### config.mk
export PLATFORM = sky130hd
export DESIGN_NAME = pong_frame_controller_flat
export DESIGN_NICKNAME = d
export VERILOG_FILES = /design/src/rtl/pong_if.sv /design/src/rtl/pong_frame_controller.sv /design/src/flat_wrapper.sv
export SDC_FILE = /design/constraint.sdc
export NUM_CORES = 1
export LEC_CHECK = 0
export CAP_MARGIN = 20
export CORE_UTILIZATION = 61
export CTS_CLUSTER_SIZE = 24
export DETAILED_ROUTE_END_ITERATION = 10
export HOLD_SLACK_MARGIN = 0.15
export PLACE_DENSITY_LB_ADDON = 0.05
export SYNTH_ARGS = -nofsm -noshare
export SYNTH_HDL_FRONTEND = slang
export SYNTH_SLANG_ARGS = --single-unit
### constraint.sdc
create_clock -name i_clock -period 5.6 [get_ports i_clock]
set_input_delay 0.56 -clock i_clock [delete_from_list [all_inputs] [get_ports i_clock]]
set_output_delay 0.56 -clock i_clock [all_outputs]
set_load 0.02 [all_outputs]
### src/rtl/pong_if.sv
// Game-sequencer bus: VGA counters and buttons in, renderer state out.
interface pong_if;
   logic       i_pixel_tick;
   logic [9:0] i_h_spot;
   logic [9:0] i_v_spot;
   logic       i_btn_l_up;
   logic       i_btn_l_dn;
   logic       i_btn_r_up;
   logic       i_btn_r_dn;
   logic       i_start;
   logic [9:0] o_ball_x;
   logic [9:0] o_ball_y;
   logic [9:0] o_pad_l_y;
   logic [9:0] o_pad_r_y;
   logic [3:0] o_score_l;
   logic [3:0] o_score_r;
   logic [1:0] o_state;
   logic       o_frame_tick;

   modport master (
      output i_pixel_tick, i_h_spot, i_v_spot,
      output i_btn_l_up, i_btn_l_dn, i_btn_r_up, i_btn_r_dn, i_start,
      input  o_ball_x, o_ball_y, o_pad_l_y, o_pad_r_y,
      input  o_score_l, o_score_r, o_state, o_frame_tick
   );

   modport slave (
      input  i_pixel_tick, i_h_spot, i_v_spot,
      input  i_btn_l_up, i_btn_l_dn, i_btn_r_up, i_btn_r_dn, i_start,
      output o_ball_x, o_ball_y, o_pad_l_y, o_pad_r_y,
      output o_score_l, o_score_r, o_state, o_frame_tick
   );
endinterface

### src/rtl/pong_frame_controller.sv
// Pong frame sequencer: one paddle/ball/state update per frame, started at
// the top of vertical blanking so the renderer never sees a partial update.
//
// game state | meaning
// IDLE       | waiting for start, nothing moves
// SERVE      | paddles move, serve counter runs down, ball parked at centre
// PLAY       | paddles and ball move, misses score
// GAMEOVER   | someone reached the winning score, ball frozen
//
// phase      | meaning
// PH_IDLE    | waiting for the frame strobe
// PH_PAD     | paddle update, serve countdown
// PH_BALL    | ball motion, bounce and miss detection
// PH_STATE   | scoring and game-state transitions
module pong_frame_controller #(
   parameter int H_VISIBLE      = 640,
   parameter int V_VISIBLE      = 480,
   parameter int PADDLE_W       = 8,
   parameter int PADDLE_H       = 64,
   parameter int BALL_SIZE      = 8,
   parameter int PADDLE_STEP    = 4,
   parameter int BALL_STEP      = 2,
   parameter int LEFT_PADDLE_X  = 32,
   parameter int RIGHT_PADDLE_X = 600,
   parameter int WIN_SCORE      = 9,
   parameter int SERVE_FRAMES   = 60
) (
   input logic   i_clock,
   input logic   i_reset,
   pong_if.slave bus
);
   localparam logic [1:0] ST_IDLE = 2'd0, ST_SERVE = 2'd1, ST_PLAY = 2'd2, ST_OVER = 2'd3;
   localparam logic [1:0] PH_IDLE = 2'd0, PH_PAD = 2'd1, PH_BALL = 2'd2, PH_STATE = 2'd3;

   localparam logic [9:0] BALL_SZ = 10'(BALL_SIZE);
   localparam logic [9:0] STEP_B  = 10'(BALL_STEP);
   localparam logic [9:0] STEP_P  = 10'(PADDLE_STEP);
   localparam logic [9:0] PAD_HT  = 10'(PADDLE_H);
   localparam logic [9:0] PAD_MAX = 10'(V_VISIBLE - PADDLE_H);
   localparam logic [9:0] L_HIT   = 10'(LEFT_PADDLE_X + PADDLE_W);
   localparam logic [9:0] R_EDGE  = 10'(RIGHT_PADDLE_X);
   localparam logic [9:0] R_STOP  = 10'(RIGHT_PADDLE_X - BALL_SIZE);
   localparam logic [9:0] H_VIS   = 10'(H_VISIBLE);
   localparam logic [9:0] V_VIS   = 10'(V_VISIBLE);
   localparam logic [9:0] X_MAX   = 10'(H_VISIBLE - BALL_SIZE);
   localparam logic [9:0] Y_MAX   = 10'(V_VISIBLE - BALL_SIZE);
   localparam logic [9:0] X_CTR   = 10'(H_VISIBLE / 2 - BALL_SIZE / 2);
   localparam logic [9:0] Y_CTR   = 10'(V_VISIBLE / 2 - BALL_SIZE / 2);
   localparam logic [9:0] PAD_CTR = 10'(V_VISIBLE / 2 - PADDLE_H / 2);
   localparam logic [3:0] WIN     = 4'(WIN_SCORE);
   localparam int         CNT_W   = $clog2(SERVE_FRAMES + 1);
   localparam logic [CNT_W-1:0] SERVE_LOAD = CNT_W'(SERVE_FRAMES);

   logic [9:0]       ball_x, ball_y, pad_l, pad_r;
   logic [3:0]       score_l, score_r;
   logic [1:0]       state, phase;
   logic             frame_tick, dx_right, dy_down;
   logic             miss_l, miss_r;
   logic [CNT_W-1:0] serve_cnt;

   logic       strobe, ov_l, ov_r;
   logic [9:0] ball_r;
   logic [9:0] nx_x, nx_y;
   logic       nx_dx, nx_dy, nx_miss_l, nx_miss_r;

   assign strobe = bus.i_pixel_tick && (bus.i_h_spot == 10'd0) && (bus.i_v_spot == V_VIS);
   assign ball_r = ball_x + BALL_SZ;
   assign ov_l   = (ball_y + BALL_SZ > pad_l) && (ball_y < pad_l + PAD_HT);
   assign ov_r   = (ball_y + BALL_SZ > pad_r) && (ball_y < pad_r + PAD_HT);

   function automatic logic [9:0] pad_next(input logic [9:0] y, input logic up, input logic dn);
      if (up && !dn)
         return (y < STEP_P) ? 10'd0 : y - STEP_P;
      else if (dn && !up)
         return (y > PAD_MAX - STEP_P) ? PAD_MAX : y + STEP_P;
      else
         return y;
   endfunction

   // Next ball position/direction from current ball and freshly updated paddles.
   always_comb begin
      nx_x      = ball_x;
      nx_y      = ball_y;
      nx_dx     = dx_right;
      nx_dy     = dy_down;
      nx_miss_l = 1'b0;
      nx_miss_r = 1'b0;
      if (!dx_right) begin
         if (ball_x >= L_HIT && ball_x - STEP_B < L_HIT && ov_l) begin
            nx_x  = L_HIT;
            nx_dx = 1'b1;
         end else if (ball_x < STEP_B) begin
            nx_x      = 10'd0;
            nx_miss_l = 1'b1;
         end else begin
            nx_x = ball_x - STEP_B;
         end
      end else begin
         if (ball_r <= R_EDGE && ball_r + STEP_B > R_EDGE && ov_r) begin
            nx_x  = R_STOP;
            nx_dx = 1'b0;
         end else if (ball_r + STEP_B > H_VIS) begin
            nx_x      = X_MAX;
            nx_miss_r = 1'b1;
         end else begin
            nx_x = ball_x + STEP_B;
         end
      end
      if (!dy_down) begin
         if (ball_y < STEP_B) begin
            nx_y  = 10'd0;
            nx_dy = 1'b1;
         end else begin
            nx_y = ball_y - STEP_B;
         end
      end else begin
         if (ball_y + BALL_SZ + STEP_B > V_VIS) begin
            nx_y  = Y_MAX;
            nx_dy = 1'b0;
         end else begin
            nx_y = ball_y + STEP_B;
         end
      end
   end

   // Three-phase sequencer; game state only changes in PH_STATE.
   always_ff @(posedge i_clock or posedge i_reset) begin
      if (i_reset) begin
         ball_x     <= X_CTR;
         ball_y     <= Y_CTR;
         pad_l      <= PAD_CTR;
         pad_r      <= PAD_CTR;
         score_l    <= 4'd0;
         score_r    <= 4'd0;
         state      <= ST_IDLE;
         phase      <= PH_IDLE;
         frame_tick <= 1'b0;
         dx_right   <= 1'b1;
         dy_down    <= 1'b1;
         miss_l     <= 1'b0;
         miss_r     <= 1'b0;
         serve_cnt  <= '0;
      end else begin
         frame_tick <= (phase == PH_PAD);
         case (phase)
            PH_IDLE: if (strobe) phase <= PH_PAD;
            PH_PAD: begin
               phase <= PH_BALL;
               if (state == ST_SERVE || state == ST_PLAY) begin
                  pad_l <= pad_next(pad_l, bus.i_btn_l_up, bus.i_btn_l_dn);
                  pad_r <= pad_next(pad_r, bus.i_btn_r_up, bus.i_btn_r_dn);
               end
               if (state == ST_SERVE && serve_cnt != '0) serve_cnt <= serve_cnt - 1'b1;
            end
            PH_BALL: begin
               phase  <= PH_STATE;
               miss_l <= 1'b0;
               miss_r <= 1'b0;
               if (state == ST_PLAY) begin
                  ball_x   <= nx_x;
                  ball_y   <= nx_y;
                  dx_right <= nx_dx;
                  dy_down  <= nx_dy;
                  miss_l   <= nx_miss_l;
                  miss_r   <= nx_miss_r;
               end
            end
            default: begin
               phase <= PH_IDLE;
               case (state)
                  ST_IDLE, ST_OVER: if (bus.i_start) begin
                     state     <= ST_SERVE;
                     score_l   <= 4'd0;
                     score_r   <= 4'd0;
                     ball_x    <= X_CTR;
                     ball_y    <= Y_CTR;
                     dx_right  <= 1'b1;
                     serve_cnt <= SERVE_LOAD;
                  end
                  ST_SERVE: if (serve_cnt == '0) state <= ST_PLAY;
                  default: if (miss_l || miss_r) begin
                     if (miss_l) score_r <= score_r + 4'd1;
                     else        score_l <= score_l + 4'd1;
                     if ((miss_l ? score_r : score_l) + 4'd1 == WIN) begin
                        state <= ST_OVER;
                     end else begin
                        state     <= ST_SERVE;
                        ball_x    <= X_CTR;
                        ball_y    <= Y_CTR;
                        serve_cnt <= SERVE_LOAD;
                        dx_right  <= miss_r;
                     end
                  end
               endcase
            end
         endcase
      end
   end

   assign bus.o_ball_x     = ball_x;
   assign bus.o_ball_y     = ball_y;
   assign bus.o_pad_l_y    = pad_l;
   assign bus.o_pad_r_y    = pad_r;
   assign bus.o_score_l    = score_l;
   assign bus.o_score_r    = score_r;
   assign bus.o_state      = state;
   assign bus.o_frame_tick = frame_tick;
endmodule

### src/flat_wrapper.sv
// flat-port wrapper written by rule: the top's interface ports become plain ports
module pong_frame_controller_flat 
#(
   parameter int H_VISIBLE      = 640,
   parameter int V_VISIBLE      = 480,
   parameter int PADDLE_W       = 8,
   parameter int PADDLE_H       = 64,
   parameter int BALL_SIZE      = 8,
   parameter int PADDLE_STEP    = 4,
   parameter int BALL_STEP      = 2,
   parameter int LEFT_PADDLE_X  = 32,
   parameter int RIGHT_PADDLE_X = 600,
   parameter int WIN_SCORE      = 9,
   parameter int SERVE_FRAMES   = 60
)
  (i_clock, i_reset, bus_i_pixel_tick, bus_i_h_spot, bus_i_v_spot, bus_i_btn_l_up, bus_i_btn_l_dn, bus_i_btn_r_up, bus_i_btn_r_dn, bus_i_start, bus_o_ball_x, bus_o_ball_y, bus_o_pad_l_y, bus_o_pad_r_y, bus_o_score_l, bus_o_score_r, bus_o_state, bus_o_frame_tick);
  pong_if bus_i ();
  input logic i_clock;
  input logic i_reset;
  input wire logic [$bits(bus_i.i_pixel_tick)-1:0] bus_i_pixel_tick;
  input wire logic [$bits(bus_i.i_h_spot)-1:0] bus_i_h_spot;
  input wire logic [$bits(bus_i.i_v_spot)-1:0] bus_i_v_spot;
  input wire logic [$bits(bus_i.i_btn_l_up)-1:0] bus_i_btn_l_up;
  input wire logic [$bits(bus_i.i_btn_l_dn)-1:0] bus_i_btn_l_dn;
  input wire logic [$bits(bus_i.i_btn_r_up)-1:0] bus_i_btn_r_up;
  input wire logic [$bits(bus_i.i_btn_r_dn)-1:0] bus_i_btn_r_dn;
  input wire logic [$bits(bus_i.i_start)-1:0] bus_i_start;
  output wire logic [$bits(bus_i.o_ball_x)-1:0] bus_o_ball_x;
  output wire logic [$bits(bus_i.o_ball_y)-1:0] bus_o_ball_y;
  output wire logic [$bits(bus_i.o_pad_l_y)-1:0] bus_o_pad_l_y;
  output wire logic [$bits(bus_i.o_pad_r_y)-1:0] bus_o_pad_r_y;
  output wire logic [$bits(bus_i.o_score_l)-1:0] bus_o_score_l;
  output wire logic [$bits(bus_i.o_score_r)-1:0] bus_o_score_r;
  output wire logic [$bits(bus_i.o_state)-1:0] bus_o_state;
  output wire logic [$bits(bus_i.o_frame_tick)-1:0] bus_o_frame_tick;
  assign bus_i.i_pixel_tick = bus_i_pixel_tick;
  assign bus_i.i_h_spot = bus_i_h_spot;
  assign bus_i.i_v_spot = bus_i_v_spot;
  assign bus_i.i_btn_l_up = bus_i_btn_l_up;
  assign bus_i.i_btn_l_dn = bus_i_btn_l_dn;
  assign bus_i.i_btn_r_up = bus_i_btn_r_up;
  assign bus_i.i_btn_r_dn = bus_i_btn_r_dn;
  assign bus_i.i_start = bus_i_start;
  assign bus_o_ball_x = bus_i.o_ball_x;
  assign bus_o_ball_y = bus_i.o_ball_y;
  assign bus_o_pad_l_y = bus_i.o_pad_l_y;
  assign bus_o_pad_r_y = bus_i.o_pad_r_y;
  assign bus_o_score_l = bus_i.o_score_l;
  assign bus_o_score_r = bus_i.o_score_r;
  assign bus_o_state = bus_i.o_state;
  assign bus_o_frame_tick = bus_i.o_frame_tick;
  pong_frame_controller #(.H_VISIBLE(H_VISIBLE), .V_VISIBLE(V_VISIBLE), .PADDLE_W(PADDLE_W), .PADDLE_H(PADDLE_H), .BALL_SIZE(BALL_SIZE), .PADDLE_STEP(PADDLE_STEP), .BALL_STEP(BALL_STEP), .LEFT_PADDLE_X(LEFT_PADDLE_X), .RIGHT_PADDLE_X(RIGHT_PADDLE_X), .WIN_SCORE(WIN_SCORE), .SERVE_FRAMES(SERVE_FRAMES)) u_core (.i_clock(i_clock), .i_reset(i_reset), .bus(bus_i));
endmodule
# Yosys cells after proc, flatten, opt, wreduce, memory -nomap -nowiden
# Index checks and enable logic that the tools add are counted.
# op_classes
n_reduce_logical,43
add_sub_neg,18
n_eq_ne,19
bitwise,4
mux,69
magnitude_cmp,16
# ops
op,n
$mux 10,24
$pmux 10 s2,4
$add 10x2->10 const B,4
$gt 10x9->1 const B,3
$mux 4,6
$mux 6,4
$pmux 6 s2,2
$add 10x3->10 const B,2
$add 10x4->10 const B,2
$add 10x7->10 const B,2
$gt 10x10->1,2
$gt 10x10->1 const B,2
$lt 10x10->1,2
$lt 10x2->1 const B,2
$lt 10x3->1 const B,2
$sub 10x2->10 const B,2
$sub 10x3->10 const B,2
$mux 1,18
$pmux 4 s2,2
$logic_and 1x1->1,13
$add 4x1->4 const B,3
$reduce_and 6->1,2
$eq 10x9->1 const B,1
$ge 10x6->1 const B,1
29 further kinds,62
# word_totals
elab_cells,183
reg_bits,63
input_bits,28
out_inout_bits,51

# Depth between registers and ports, before layout
# depth
depth_word,9
mapped_depth,15

# Worst setup path after synthesis
# Ideal clock, no wire load.
# synth_timing
path_kind,register -> register
from,register u_core.ball_x[3] (netlist: u_core.bus.o_ball_x[3])
to,register u_core.ball_x[6] (netlist: u_core.bus.o_ball_x[6])
required_ns,5.474
period_less_slack_ns,3.435
setup_ns,0.126
path_slack_ns,2.165
arrival_ns,3.309
stages_incl_launch_ff,12
n_path_buf,1
cell_sequence,dfstp_2 clkbuf_1 inv_2 ha_1 nor2b_1 and3_1 or4_4 a2111oi_2 o21ai_1 o21ba_2 nand2_2 a221o_1
# synth_via
elab_chain_cells,9
# synth_lines
element,line,rtl
start: declaration,pong_frame_controller.sv:54,"logic [9:0] ball_x, ball_y, pad_l, pad_r;"
start signal: assignment,pong_frame_controller.sv:160,ball_x <= nx_x;
$add 10x4->10,pong_frame_controller.sv:67,assign ball_r = ball_x + BALL_SZ;
$add 10x2->10,"pong_frame_controller.sv:99, pong_frame_controller.sv:102",
$gt 10x10->1,pong_frame_controller.sv:99,if (ball_r <= R_EDGE && ball_r + STEP_B > R_EDGE && ov_r) begin
$logic_and 1x1->1 (2 in series),pong_frame_controller.sv:99,
$mux 10,pong_frame_controller.sv:99,
$mux 10 (*),pong_frame_controller.sv:88,if (!dx_right) begin
$mux 10 (*),pong_frame_controller.sv:159,if (state == ST_PLAY) begin
$pmux 10 s2 (*),pong_frame_controller.sv:145,case (phase)
# Every way passes the cells marked *; elsewhere a longest branch is shown, timed or not. The select of a mux whose other input is x is not followed.
# A chain may end at the register's enable or synchronous reset.

# Worst setup path in the final report
# layout_timing
from,register u_core.ball_y[3] (netlist: u_core.bus.o_ball_y[3])
to,register u_core.ball_x[6] (netlist: u_core.bus.o_ball_x[6])
# layout_via
elab_chain_cells,8
# layout_lines
element,line,rtl
start: declaration,pong_frame_controller.sv:54,
start signal: assignment,pong_frame_controller.sv:161,ball_y <= nx_y;
$add 10x4->10,"pong_frame_controller.sv:68, pong_frame_controller.sv:69",
$gt 10x10->1 (on tied branches),"pong_frame_controller.sv:68, pong_frame_controller.sv:69",
$logic_and 1x1->1 (on tied branches),"pong_frame_controller.sv:68, pong_frame_controller.sv:69",
$logic_and 1x1->1 (on tied branches),"pong_frame_controller.sv:89, pong_frame_controller.sv:99",
$mux 10 (on tied branches),"pong_frame_controller.sv:89, pong_frame_controller.sv:99",
$mux 10 (*),pong_frame_controller.sv:88,
$mux 10 (*),pong_frame_controller.sv:159,
$pmux 10 s2 (*),pong_frame_controller.sv:145,
# Marks and branches as above.

==> flow_summary_export.csv <==
group,metric,value,unit
run_status,run_status,"finished clean",
power,cellLeakagePower,2.72,nW
clock_tree,clk_pin_slew_worst_paths,0.06,ns
worst_setup_path,critical_path.cell_chain,"ha_1 -> nand3_1 -> nor2_1 -> xnor2_1 -> inv_2 -> ha_1 -> a21oi_1 -> o21ai_0 -> o21ai_0 -> a211oi_1 -> o311a_1 -> a31oi_2 -> nand2_2 -> a221o_1",
clock_tree,worst_skew_pair.late_latency,0.35,ns
global_routing,grt_first_pass_wirelength,25800,µm
clock_tree,post_cts_resized,0,
synth,syn_area_per_cell,8.08,µm²
run,timing.max_cap.violations,0,
power,p_seq_frac,0.255,
layout,syn_to_final_growth,15.7,%
clock_tree,cts_root_buffer,"sky130_fd_sc_hd__clkbuf_8",
drt,vias_per_cell,6.36,
worst_setup_path,timing.critical_path.slowest_cell_delay,0.68,ns
worst_setup_path,worstSetupPathType,"reg2reg",
timing,slew-limit-headroom,0.283,
drt,drt_pass1_iterations,7,
synth,seq_cells_post_synth,57,
global_routing,grt_antenna_before_repair,0,
power,ir_worst_vdd,0.319,mV
placed_design,placedInstanceArea,6560,µm²
floorplan,die_area,9960,µm²
worst_setup_path,critical_path_maximum_fanout,14,
clock_tree,clock_tree_from_tritoncts,"done",
floorplan,floorplan.die.width,99.8,µm
worst_setup_path,cp.required,5.83,ns
clock_tree,cts.sinks,57,
layout,layout.nets,869,
drt,routedWlPerCell,17.0,µm
timing,post-route-min-period,3.70,ns
floorplan,core_region_area,9240,µm²
global_routing,gr-total-overflow,0,
worst_setup_path,crit_path_end_kind,"register",
synth,synth.yosys.seq_area_share,0.248,
floorplan,die_y,99.8,µm
layout,fillers,755,
drt,vias,5758,
timing,report.final.slew_viol_count,0,
timing,unrepaired_setup_endpoints_after_global_routing,"no",
synth,syn_inst,722,
clock_tree,post_cts.repair.setup_buffers,0,
power,clockPowerShare,0.110,
drt,finalWirelength,15400,µm
timing,layout_worst_path_cycle_share,0.661,
timing,final.setup_skew,0.0169,ns
clock_tree,postCtsHoldBufs,0,
power,power_density,527,nW/µm²
clock_tree,tritoncts.num_buffers,9,
clock_tree,htree_num_levels,3,
min_path,timing.hold.worst.class,"reg2reg",
global_routing,overall_track_demand_over_capacity_in_global_routing,0.323,
synth,syn_area,5830,µm²
floorplan,floorplan.io_pins,79,
floorplan,floorplan.initialDensity,0.631,
timing,tightestPinTransition,1.07,ns
synth,synth.yosys.warnings,0,
floorplan,placementRows,35,
worst_setup_path,worst_r2r_startpoint,"u_core.bus.o_ball_y[3]",
placed_design,port-buffer-count,72,
synth,postSynth.topFlopCell,"sky130_fd_sc_hd__dfrtp_1",
power,p_switching,1.80,mW
synth,post_synth_num_cell_types,79,
min_path,start_point_of_the_worst_hold_path,"u_core.bus.o_score_r[3]",
placed_design,dp.final_hpwl,11600,µm
timing,hold_violations,0,
synth,synth_enable_flop_cells,0,
worst_setup_path,worst_setup_path_startpoint,"u_core.bus.o_ball_y[3]",
drt,drt_iter0_markers,398,
layout,num_antenna_cells,0,
global_routing,first_global_vias,5358,
layout,final_layout_size_suffix_gt1_frac,0.0683,
timing,count_of_endpoints_failing_setup_in_the_final_report,0,
worst_setup_path,startpoint_type,"register",
power,p_comb_frac,0.635,
synth,synthArstFlopShare,1.00,
timing,setup_tns,0,ns
timing,timing.fmax,0.270,GHz
power,switching_fraction,0.507,
worst_setup_path,arrival,3.93,ns
layout,finish.instance_area,6750,µm²
power,power_total,3.56,mW
global_routing,grt_start_max_net_pins,58,
power,p_int,1.76,mW
placed_design,place_congestion,0.947,
clock_tree,clock_tree.buffer_depth,2,
worst_setup_path,master_of_the_slowest_instance_on_the_critical_path,"sky130_fd_sc_hd__dfstp_2",
drt,drt.antenna.violating_nets,0,
drt,drcViolationCount,0,
[layout make-up]
| type | count | area [µm²] | share of cell area |
|---|---|---|---|
| clock inverter | 3 | 40.0 | 0.00593 |
| tap | 129 | 161 | 0.0239 |
| sequential | 57 | 1450 | 0.215 |
| inverter | 53 | 199 | 0.0295 |
| clock buffer | 13 | 149 | 0.0221 |
| timing repair buffer | 74 | 736 | 0.109 |
| multi-input combinational | 576 | 4020 | 0.595 |
[worst paths after layout]
check / depth (start not counted) / slack, ns / endpoint
max: 14 / 1.90 / u_core.bus.o_ball_x[6]
min: 1 / 0.52 / u_core.bus.o_score_r[3]
max reg2reg: 14 / 1.90 / u_core.bus.o_ball_x[6]
min reg2reg: 1 / 0.52 / u_core.bus.o_score_r[3]
max in group asynchronous: 3 / 4.38 / u_core.bus.o_pad_l_y[5]
min in group asynchronous: 3 / 0.74 / u_core.bus.o_pad_r_y[5]
[power groups by stage]
stage	registers (mW)	logic (mW)	clock network [mW]
CTS	0.897	2.24	0.396
floorplan	0.886	1.57	0
detailed placement	0.903	2.22	0
finish	0.906	2.26	0.393
global placement	0.890	2.16	0
global route	0.940	2.51	0.415
[routing by layer]
layer	global-route usage	routed length (µm)
met5	0	0
met4	0.0984	288
met3	0.0481	1150
met2	0.547	7400
met1	0.426	6580
[stage by stage]
stage / instances / hold WS, ns / util / setup WS, ns
6_report: 905 / 0.522 / 0.730 / 1.90
5_1_grt: 905 / 0.557 / 0.730 / 1.64
4_1_cts: 905 / 0.525 / 0.730 / 1.97
3_5_place_dp: 889 / 0.513 / 0.710 / 2.00
3_3_place_gp: 889 / 0.485 / 0.710 / 2.12
2_1_floorplan: 727 / 0.472 / - / 2.17
[flip-flops by register name, summed over array words and instances (netlist names), 2 cells and up]
signal and flops:
u_core.bus.o_ball_y 9, u_core.serve_cnt 6, u_core.bus.o_pad_r_y 8, u_core.bus.o_score_r 4, u_core.bus.o_ball_x 9, u_core.bus.o_state 2, u_core.bus.o_score_l 4, u_core.bus.o_pad_l_y 8
u_core.phase 2
[cell usage after synthesis (all sizes together) (4+ instances only)]
master | instances | share of area
a211oi | 6 | 0.0077
a21o | 10 | 0.013
a21oi | 39 | 0.033
a221oi | 4 | 0.0060
a22o | 11 | 0.017
a31oi | 6 | 0.0075
a32o | 4 | 0.0069
a32oi | 4 | 0.0060
and2 | 4 | 0.0043
and3 | 7 | 0.0075
and4 | 4 | 0.0060
buf | 11 | 0.013
clkbuf | 30 | 0.019
dfrtp | 39 | 0.17
dfstp | 18 | 0.081
ha | 70 | 0.15
inv | 52 | 0.033
nand2 | 60 | 0.039
nand2b | 14 | 0.015
nand3 | 27 | 0.023
nand4 | 15 | 0.019
nor2 | 45 | 0.029
nor2b | 5 | 0.0054
nor3 | 18 | 0.017
nor3b | 6 | 0.0077
nor4 | 8 | 0.0086
o211ai | 12 | 0.016
o21a | 4 | 0.0051
o21ai | 66 | 0.059
o22ai | 10 | 0.011
o31ai | 19 | 0.024
or3 | 4 | 0.0043
or4 | 4 | 0.0064
xnor2 | 26 | 0.039
xor2 | 8 | 0.012
[critical path, delay by kind of cell (launching register included)]
| family | cells | cell delay (ns) |
|---|---|---|
| AND/OR/NAND/NOR | 3 | 0.47 |
| XOR/XNOR | 1 | 0.20 |
| buffers and inverters | 1 | 0.10 |
| adder cells (fa/ha/maj) | 2 | 0.66 |
| AO/OA/AOI/OAI | 7 | 1.48 |
| flip-flops | 1 | 0.68 |
[logic make-up after synthesis]
logic type | Yosys count | synth area share
AOI/OAI and AO/OA | 230 | 0.269
xor gates and xnor gates | 34 | 0.0511
adders and majority gates | 70 | 0.150
buffers and inverters | 94 | 0.0665
DFF | 57 | 0.248
muxes | 3 | 0.00515
other | 1 | 0.000643
and+or+nand+nor | 233 | 0.209
[cells in the final DEF (no fill, tap or decap), drive strengths merged, types with 12 or more instances in the layout]
cell type / instances
clkbuf: 13
nor2: 45
nand2: 60
nand4: 15
inv: 52
xnor2: 26
nand3: 27
dfstp: 18
a21oi: 39
ha: 70
o21ai: 66
o31ai: 19
clkdlybuf4s50: 72
nor3: 18
nand2b: 14
dfrtp: 39
o211ai: 12
Power figures use the tool's default switching activity.
